==> config.mk <==
export PLATFORM = sky130hd
export DESIGN_NAME = sm4_req_arbiter
export DESIGN_NICKNAME = d
export VERILOG_FILES = /design/src/rtl/sm4_req_arbiter.sv
export SDC_FILE = /design/constraint.sdc
export NUM_CORES = 1
export LEC_CHECK = 0
export ABC_CLOCK_PERIOD_IN_PS = 2600
export BUFFER_PORTS_ARGS = -buffer_cell sky130_fd_sc_hd__buf_2
export CAP_MARGIN = 10
export CORE_AREA = 2 2 361 363
export CTS_CLUSTER_DIAMETER = 40
export CTS_CLUSTER_SIZE = 10
export DETAILED_ROUTE_END_ITERATION = 7
export DIE_AREA = 0 0 363 365
export GPL_TIMING_DRIVEN = 0
export PLACE_DENSITY_LB_ADDON = 0.08
export SYNTH_ARGS = -nofsm -noshare
export SYNTH_HDL_FRONTEND = slang
export SYNTH_SLANG_ARGS = --single-unit
export TNS_END_PERCENT = 50
==> constraint.sdc <==
create_clock -name clk_i -period 2.6 [get_ports clk_i]
set_input_delay 0.13 -clock clk_i [delete_from_list [all_inputs] [get_ports clk_i]]
set_output_delay 0.13 -clock clk_i [all_outputs]
set_load 0.02 [all_outputs]
==> src/rtl/sm4_req_arbiter.sv <==
// Round-robin arbiter sharing one SM4 engine among four requesters, one transaction at a time.
// Optional per-requester saturating completion counters: define SM4_ARB_PERF_EN.
module sm4_req_arbiter #(
    parameter int DATA_W = 128,
    parameter int CNT_W  = 16
) (
    input  logic                  clk_i,
    input  logic                  rst_ni,
    input  logic [3:0]            req_v_i,
    input  logic [4*DATA_W-1:0]   req_data_i,
    input  logic [3:0]            req_dec_i,
    output logic [3:0]            req_ready_o,
    output logic                  eng_v_o,
    output logic [DATA_W-1:0]     eng_data_o,
    output logic                  eng_dec_o,
    input  logic                  eng_ready_i,
    input  logic                  eng_resp_v_i,
    input  logic [DATA_W-1:0]     eng_resp_data_i,
    output logic                  eng_resp_ready_o,
    output logic [3:0]            resp_v_o,
    output logic [DATA_W-1:0]     resp_data_o,
    input  logic [3:0]            resp_ready_i,
    output logic                  busy_o,
    output logic [1:0]            grant_id_o
`ifdef SM4_ARB_PERF_EN
    ,
    output logic [4*CNT_W-1:0]    perf_cnt_o
`endif
);

    typedef enum logic [1:0] {
        ST_IDLE  = 2'd0,
        ST_ISSUE = 2'd1,
        ST_WAIT  = 2'd2,
        ST_RESP  = 2'd3
    } state_e;

    // Returns {found, index} of the lowest set bit.
    function automatic logic [2:0] lsb_pick(input logic [3:0] v);
        logic [2:0] r;
        if (v[0]) begin
            r = 3'b100;
        end else if (v[1]) begin
            r = 3'b101;
        end else if (v[2]) begin
            r = 3'b110;
        end else if (v[3]) begin
            r = 3'b111;
        end else begin
            r = 3'b000;
        end
        return r;
    endfunction

    state_e              state_q, state_d;
    logic [1:0]          rr_ptr_q, rr_ptr_d;
    logic [1:0]          grant_q, grant_d;
    logic [DATA_W-1:0]   data_q, data_d;
    logic                dec_q, dec_d;

    logic [3:0]          masked_s;
    logic [2:0]          pick_m_s;
    logic [2:0]          pick_u_s;
    logic [1:0]          pick_id_s;
    logic                pick_v_s;

    if (CNT_W < 1 || DATA_W < 1) begin : g_param_invalid
        $error("sm4_req_arbiter: DATA_W and CNT_W must be positive");
    end

    // Two priority encoders: requesters at/above rr_ptr first, otherwise lowest overall.
    always_comb begin
        masked_s  = req_v_i & ~((4'b0001 << rr_ptr_q) - 4'b0001);
        pick_m_s  = lsb_pick(masked_s);
        pick_u_s  = lsb_pick(req_v_i);
        pick_v_s  = pick_u_s[2];
        if (pick_m_s[2]) begin
            pick_id_s = pick_m_s[1:0];
        end else begin
            pick_id_s = pick_u_s[1:0];
        end
    end

    // Next-state and output decode; data_q holds the request in ISSUE and the result in RESP.
    always_comb begin
        state_d          = state_q;
        rr_ptr_d         = rr_ptr_q;
        grant_d          = grant_q;
        data_d           = data_q;
        dec_d            = dec_q;
        req_ready_o      = 4'b0000;
        eng_v_o          = 1'b0;
        eng_data_o       = {DATA_W{1'b0}};
        eng_dec_o        = 1'b0;
        eng_resp_ready_o = 1'b0;
        resp_v_o         = 4'b0000;
        resp_data_o      = {DATA_W{1'b0}};
        busy_o           = (state_q != ST_IDLE);
        grant_id_o       = grant_q;
        case (state_q)
            ST_IDLE: begin
                if (pick_v_s) begin
                    req_ready_o = 4'b0001 << pick_id_s;
                    grant_d     = pick_id_s;
                    data_d      = req_data_i[pick_id_s*DATA_W +: DATA_W];
                    dec_d       = req_dec_i[pick_id_s];
                    state_d     = ST_ISSUE;
                end else begin
                    state_d     = ST_IDLE;
                end
            end
            ST_ISSUE: begin
                eng_v_o    = 1'b1;
                eng_data_o = data_q;
                eng_dec_o  = dec_q;
                if (eng_ready_i) begin
                    state_d = ST_WAIT;
                end else begin
                    state_d = ST_ISSUE;
                end
            end
            ST_WAIT: begin
                eng_resp_ready_o = 1'b1;
                if (eng_resp_v_i) begin
                    data_d  = eng_resp_data_i;
                    state_d = ST_RESP;
                end else begin
                    state_d = ST_WAIT;
                end
            end
            ST_RESP: begin
                resp_v_o    = 4'b0001 << grant_q;
                resp_data_o = data_q;
                if (resp_ready_i[grant_q]) begin
                    rr_ptr_d = grant_q + 2'd1;
                    state_d  = ST_IDLE;
                end else begin
                    state_d  = ST_RESP;
                end
            end
            default: begin
                state_d = ST_IDLE;
            end
        endcase
    end

    // State and transaction registers.
    always_ff @(posedge clk_i or negedge rst_ni) begin
        if (!rst_ni) begin
            state_q  <= ST_IDLE;
            rr_ptr_q <= 2'd0;
            grant_q  <= 2'd0;
            data_q   <= {DATA_W{1'b0}};
            dec_q    <= 1'b0;
        end else begin
            state_q  <= state_d;
            rr_ptr_q <= rr_ptr_d;
            grant_q  <= grant_d;
            data_q   <= data_d;
            dec_q    <= dec_d;
        end
    end

`ifdef SM4_ARB_PERF_EN
    logic resp_hs_s;

    // A completion is the response handshake of the current owner.
    always_comb begin
        resp_hs_s = (state_q == ST_RESP) && resp_ready_i[grant_q];
    end

    for (genvar g = 0; g < 4; g++) begin : g_perf
        logic [CNT_W-1:0] cnt_q;

        // Saturating completion counter for requester g.
        always_ff @(posedge clk_i or negedge rst_ni) begin
            if (!rst_ni) begin
                cnt_q <= {CNT_W{1'b0}};
            end else if (resp_hs_s && (grant_q == 2'(g)) && (cnt_q != {CNT_W{1'b1}})) begin
                cnt_q <= cnt_q + {{(CNT_W-1){1'b0}}, 1'b1};
            end else begin
                cnt_q <= cnt_q;
            end
        end

        assign perf_cnt_o[g*CNT_W +: CNT_W] = cnt_q;
    end
`else
`endif

endmodule

## Yosys cells after proc, flatten, opt, wreduce, memory -nomap -nowiden

Index checks and enable logic that the tools add are counted.

| cells by class | value |
|---|---|
| bitwise gates (word level) | 2 |
| order comparisons | 2 |
| mux-type cells | 29 |
| equal/unequal tests | 5 |
| $add $sub $neg | 2 |
| shift operators | 4 |
| reduce and logical (&&, ||, !) cells | 6 |

Operator list:

| operator | number |
|---|---|
| two-way mux 128 bit | 4 |
| variable part select 512 x 10 -> 128 bit | 1 |
| case mux 128 bit (2 select lines) | 1 |
| two-way mux 3 bit | 8 |
| two-way mux 4 bit | 3 |
| << shifter 1 x 2 -> 4 bit, first input constant | 3 |
| case mux 2 bit (4 select lines) | 1 |
| two-way mux 1 bit | 7 |
| less-than comparator 2 x 3 -> 1 bit, second input constant | 2 |
| two-way mux 2 bit | 3 |
| bitwise AND 4 bit | 1 |
| binary-select mux 1 bit (select 2 bit) | 2 |
| == test 2 bit, second input constant | 2 |
| inequality test 2 bit, second input constant | 2 |
| inverter 4 bit | 1 |
| AND reduction 2 bit | 2 |
| nonzero test 2 bit | 2 |
| subtractor 4 x 1 -> 4 bit, second input constant | 1 |
| AND reduction 3 bit | 1 |
| adder 2 x 1 -> 2 bit, second input constant | 1 |
| == test 2 x 1 -> 1 bit, second input constant | 1 |
| zero test 2 bit | 1 |

| word-level totals | value |
|---|---|
| output and inout bits | 270 |
| flip-flop bits (word level) | 135 |

## Logic depth before layout (Yosys ltp)

| logic depth | value |
|---|---|
| depth in word-level cells | 12 |
| mapped depth | 9 |

## Worst setup path before layout

Ideal clock, no wire load.

| timing path | value |
|---|---|
| kind | register to output |
| start point | reg rr_ptr_q[1] |
| end point | out req_ready_o[3] |
| required time | 2.470 ns |
| arrival time | 1.884 ns |
| path slack | 0.586 ns |
| stages on the path, launching flop included | 8 |
| path through | dfrtp_1 -> nand3_1 -> o21ai_0 -> a221o_1 -> buf_2 -> buf_2 -> buf_2 -> nor3_1 |

| between the ends | value |
|---|---|
| cells in the longest elaborated chain, start to end | 12 |

Ends and longest elaborated chain:

| what | line | text |
|---|---|---|
| start, declared | 56 | `logic [1:0] rr_ptr_q, rr_ptr_d;` |
| start signal, assigned | 157 | `rr_ptr_q <= rr_ptr_d;` |
| << shifter 1 x 2 -> 4 bit * | 73 | `masked_s = req_v_i & ~((4'b0001 << rr_ptr_q) - 4'b0001);` |
| subtractor 4 x 1 -> 4 bit * | 73 |  |
| inverter 4 bit * | 73 |  |
| bitwise AND 4 bit * | 73 |  |
| two-way mux 3 bit | 47 | `end else if (v[3]) begin` |
| two-way mux 3 bit | 45 | `end else if (v[2]) begin` |
| two-way mux 3 bit | 43 | `end else if (v[1]) begin` |
| two-way mux 3 bit * | 41 | `if (v[0]) begin` |
| two-way mux 2 bit * | 77 | `if (pick_m_s[2]) begin` |
| << shifter 1 x 2 -> 4 bit * | 103 | `req_ready_o = 4'b0001 << pick_id_s;` |
| two-way mux 4 bit * | 102 | `if (pick_v_s) begin` |
| two-way mux 4 bit * | 100 | `case (state_q)` |
| end, declared | 12 | `output logic [3:0] req_ready_o,` |

Every way passes the cells marked *; elsewhere a longest branch is shown, timed or not.

## Final worst setup path

| timing path | value |
|---|---|
| start point | reg rr_ptr_q[0] |
| end point | reg data_q[49] |

| between the ends | value |
|---|---|
| cells in the longest elaborated chain, start to end | 12 |

Ends and longest elaborated chain:

| what | line | text |
|---|---|---|
| << shifter 1 x 2 -> 4 bit * | 73 |  |
| subtractor 4 x 1 -> 4 bit * | 73 |  |
| inverter 4 bit * | 73 |  |
| bitwise AND 4 bit * | 73 |  |
| two-way mux 3 bit | 47 |  |
| two-way mux 3 bit | 45 |  |
| two-way mux 3 bit | 43 |  |
| two-way mux 3 bit * | 41 |  |
| two-way mux 2 bit * | 77 |  |
| variable part select 512 x 10 -> 128 bit * | 105 | `data_d = req_data_i[pick_id_s*DATA_W +: DATA_W];` |
| two-way mux 128 bit * | 102 |  |
| case mux 128 bit (2 select lines) * | 100 |  |
| end signal, assigned | 153 | `data_q <= {DATA_W{1'b0}};` |
| end signal, assigned | 159 | `data_q <= data_d;` |
| end, declared | 58 | `logic [DATA_W-1:0] data_q, data_d;` |

Every way passes the cells marked *; elsewhere a longest branch is shown, timed or not. The select of a mux whose other input is x is not followed.
A chain may end at the register's enable or synchronous reset.

==> out/qor.yml <==
worst_setup_path:
  arrival_ns: 2.93
  critical_path_sink_type: "flop"
  worst_ep_required_time_ns: 2.97
  critical_path.n_buffers_inverters: 5
  crit_fanout: 8
  cpLargestDelayFamily: "compound AO/OA/AOI/OAI gates"
  timing_worst_setup_path_type: "reg -> reg"
  worst_path_largest_cell_delay_ns: 0.43
  crit_path_top_delay_cell: "sky130_fd_sc_hd__a221o_2"
  critical_path.startpoint_type: "flop"
  critical_path.cell_chain: "inv_2, a22o_1, a221o_2, buf_12, buf_16, buf_16, buf_4, mux2i_1, mux2i_1, a221o_1"
layout:
  syn_to_final_growth_pct: 79.2
  drive_above_1_share_pct: 47.0
  design.final.nets: 2977
  instances_no_fill: 4014
  final_core_util_pct: 16.6
  count_of_fill_cells_added_during_filler_insertion: 14700
  finalInstanceArea_um2: 21400
timing:
  final.setup_skew_ns: 0.0145
  total_negative_slack_ns: 0
  slew_at_the_pin_closest_to_its_max_slew_limit_ns: 0.954
  finalSetupViolCount: 0
  fmaxAchievable_mhz: 390
  timing.final.hold_violations: 0
  max-slew-margin-rel_pct: 36.4
  final-max-slew-violation-count: 0
  period_minus_slack_ns: 2.56
  final.setup.worst_slack_ns: 0.0391
  grt_setup_unrepaired: "yes"
  final_hold_slack_ns: 0.0701
  fin_crit_sh_pct: 98.5
synth:
  synth_edf_count: 0
  mux_contribution_to_synthesized_area_pct: 32.7
  syn_nets: 1892
  yosysWarningCount: 0
  synth_top_area_share_pct: 32.3
  synth_top_cell_by_area: "sky130_fd_sc_hd__mux2i_1"
  netlist_area_um2: 11900
  synthesis.area_per_instance_um2: 9.69
  post_synth_xor_area_fraction_pct: 0
  synth.ff_latch_count: 135
  synthCells: 1232
  post_synth_most_frequent_cells: "385 x sky130_fd_sc_hd__mux2i_1, 262 x sky130_fd_sc_hd__and3_1, 135 x sky130_fd_sc_hd__dfrtp_1"
  synthArstFlopShare_pct: 100
  combinational_family_with_the_most_area_after_synthesis: "multiplexers"
  synth_compound_gate_area_share_pct: 11.7
  synth_top_cells_by_area: "sky130_fd_sc_hd__mux2i_1 32%, sky130_fd_sc_hd__dfrtp_1 28%, sky130_fd_sc_hd__and3_1 14%"
  synth-simple-area-share_pct: 21.2
  ys_dominant_reg_cell: "sky130_fd_sc_hd__dfrtp_1"
  synthDistinctLibCells: 26
  synthMostInstantiatedCell: "sky130_fd_sc_hd__mux2i_1"
  synth_adder_area_share_pct: 0.419
  synth_seq_area_share_pct: 28.3
drt:
  route.detailed.vias_per_inst: 3.70
  avgRoutedWirePerCell_um: 25.2
  drcViolationCount: 0
  ant_nets: 0
  detailed_router_iteration_count_before_antenna_repair: 7
  num_vias: 14900
  dr.first_iter.drc_count: 634
  drt_wl_total_um: 101000
power_and_ir_drop:
  clockPowerShare_pct: 12.3
  switching_share_pct: 52.8
  power_report.internal_total_mw: 11.3
  power.sequential.fraction_pct: 18.3
  p_leak_nw: 12.0
  vdd_drop_max_uv: 412
  switchingPower_mw: 12.7
  p_comb_share_pct: 69.4
  fin_total_pwr_mw: 24.0
  cellPowerDensity_nw_per_um2: 1120
floorplan:
  ioPinCount: 926
  die_y_um: 365
  rows: 132
  design.core.area_um2: 129000
  die_area_um2: 132000
  initial_utilization_pct: 9.28
  die_x_um: 363
global_routing:
  remaining_global_route_overflow: 0
  gr-usage-all-layers_pct: 14.5
  grt_first_pass_wirelength_um: 132000
  antenna_found_initial: 22
  maximum_number_of_pins_on_one_net_before_global_route_repair: 72
  vias_in_the_first_global_route: 15800
cts:
  cts_buffers: 17
  register_clock_pin_slew_on_the_reported_worst_setup_and_hold_paths_ns: 0.07
  clkLatencyLatePin_ns: 0.50
  htree_levels: 4
  clock_tree.buffer_depth: 2
  numClockSinks: 135
  cts_root_buf: "sky130_fd_sc_hd__clkbuf_16"
  cts_tree: "done"
run_status:
  outcome: "complete, no violations"
place:
  pre_cts_slack_ns: -1.26
  buffer_ports.inserted: 925
  placedInstanceArea_um2: 18700
  numPlacedInstances: 3834
  finalWeightedCongestion: 0.811
  hpwl_um: 84600
min_path:
  holdCritPathClass: "in -> reg"
run:
  maxCapViolations: 0
-- timing repair --
action	in CTS	in global routing
cloned	0	2
pin swaps	0	3
endpoints found under the setup margin	336	96
buffers inserted	11	4
gates resized for setup	106	54
hold endpoints to repair	187	0
hold buffers	123	0
-- worst min-delay path, cell delays in order --
cell and delay, ns:
sky130_fd_sc_hd__buf_2 0.07, sky130_fd_sc_hd__mux2_2 0.15, sky130_fd_sc_hd__nand3_1 0.07, sky130_fd_sc_hd__o311ai_0 0.10
-- cell usage in the layout (no fill, tap or decap), drive strengths merged, types with 2 or more instances in the layout --
cell / netlist / final
and3: 262 / 262
nand3: 3 / 3
buf: 40 / 978
ha: 4 / 4
dfrtp: 135 / 135
o21ai: 6 / 6
mux2: 2 / 2
dlygate4sd3: 0 / 123
nor2b: 2 / 2
mux2i: 385 / 385
clkbuf: 104 / 132
bufinv: 0 / 5
a221o: 130 / 130
nor3: 2 / 2
inv: 5 / 5
nand2: 7 / 7
nor2: 3 / 3
diode: 0 / 10
a21oi: 5 / 5
and2: 129 / 129
clkinv: 0 / 2
-- final timing paths --
| kind | start | end | slack [ns] | depth (start not counted) |
|---|---|---|---|---|
| setup / recovery | rr_ptr_q[0]$_DFFE_PN0P_ | data_q[49]$_DFFE_PN0P_ | 0.04 | 10 |
| hold / removal | req_dec_i[2] | dec_q$_DFFE_PN0P_ | 0.07 | 4 |
| setup reg to reg | rr_ptr_q[0]$_DFFE_PN0P_ | data_q[49]$_DFFE_PN0P_ | 0.04 | 10 |
| hold reg to reg | dec_q$_DFFE_PN0P_ | dec_q$_DFFE_PN0P_ | 0.52 | 2 |
| min in group asynchronous | rst_ni | data_q[72]$_DFFE_PN0P_ | 0.16 | 2 |
| max in group asynchronous | rst_ni | data_q[36]$_DFFE_PN0P_ | 1.51 | 3 |
-- sequential cells by signal, indices dropped and copies added, names as in the netlist --
name	flops
rr_ptr_q	2
dec_q	1
state_q	2
data_q	128
grant_id_o	2
-- routing by layer --
layer  vias to the layer above  routed length, µm  GRT usage [%]
li1                       6886                  -              -
met1                      7271              41000           16.8
met2                       606              52700           26.6
met3                        77               5820           3.63
met4                        12               1750           3.46
met5                         -                 75              0
-- final cells by class --
type / count / area, µm² / share of cell area, %
diodes: 10 / 25.0 / 0.117
well taps: 1675 / 2100 / 9.80
multi-input cells: 948 / 8180 / 38.2
plain buffers: 143 / 930 / 4.35
repair buffers: 1067 / 6110 / 28.5
clock inverters: 8 / 168 / 0.784
inverters: 5 / 18.8 / 0.0877
flip-flops and latches: 135 / 3380 / 15.8
clock buffers: 23 / 488 / 2.28
-- cells by family after synthesis --
group,Yosys count
adders and majority gates,4
and+or+nand+nor,410
buffers and inverters,149
AOI/OAI and AO/OA,146
muxes,388
DFF,135
-- power groups by stage --
stage	Clock (mW)	Combinational (mW)	Sequential (mW)
after CTS	3.13	16.8	4.45
final	2.95	16.6	4.40
after global routing	3.17	17.9	4.54
after detailed placement	0	15.9	4.48
after global placement	0	15.9	4.46
after floorplan	0	9.03	3.67
Note: power is estimated with default switching activity, not from simulation.
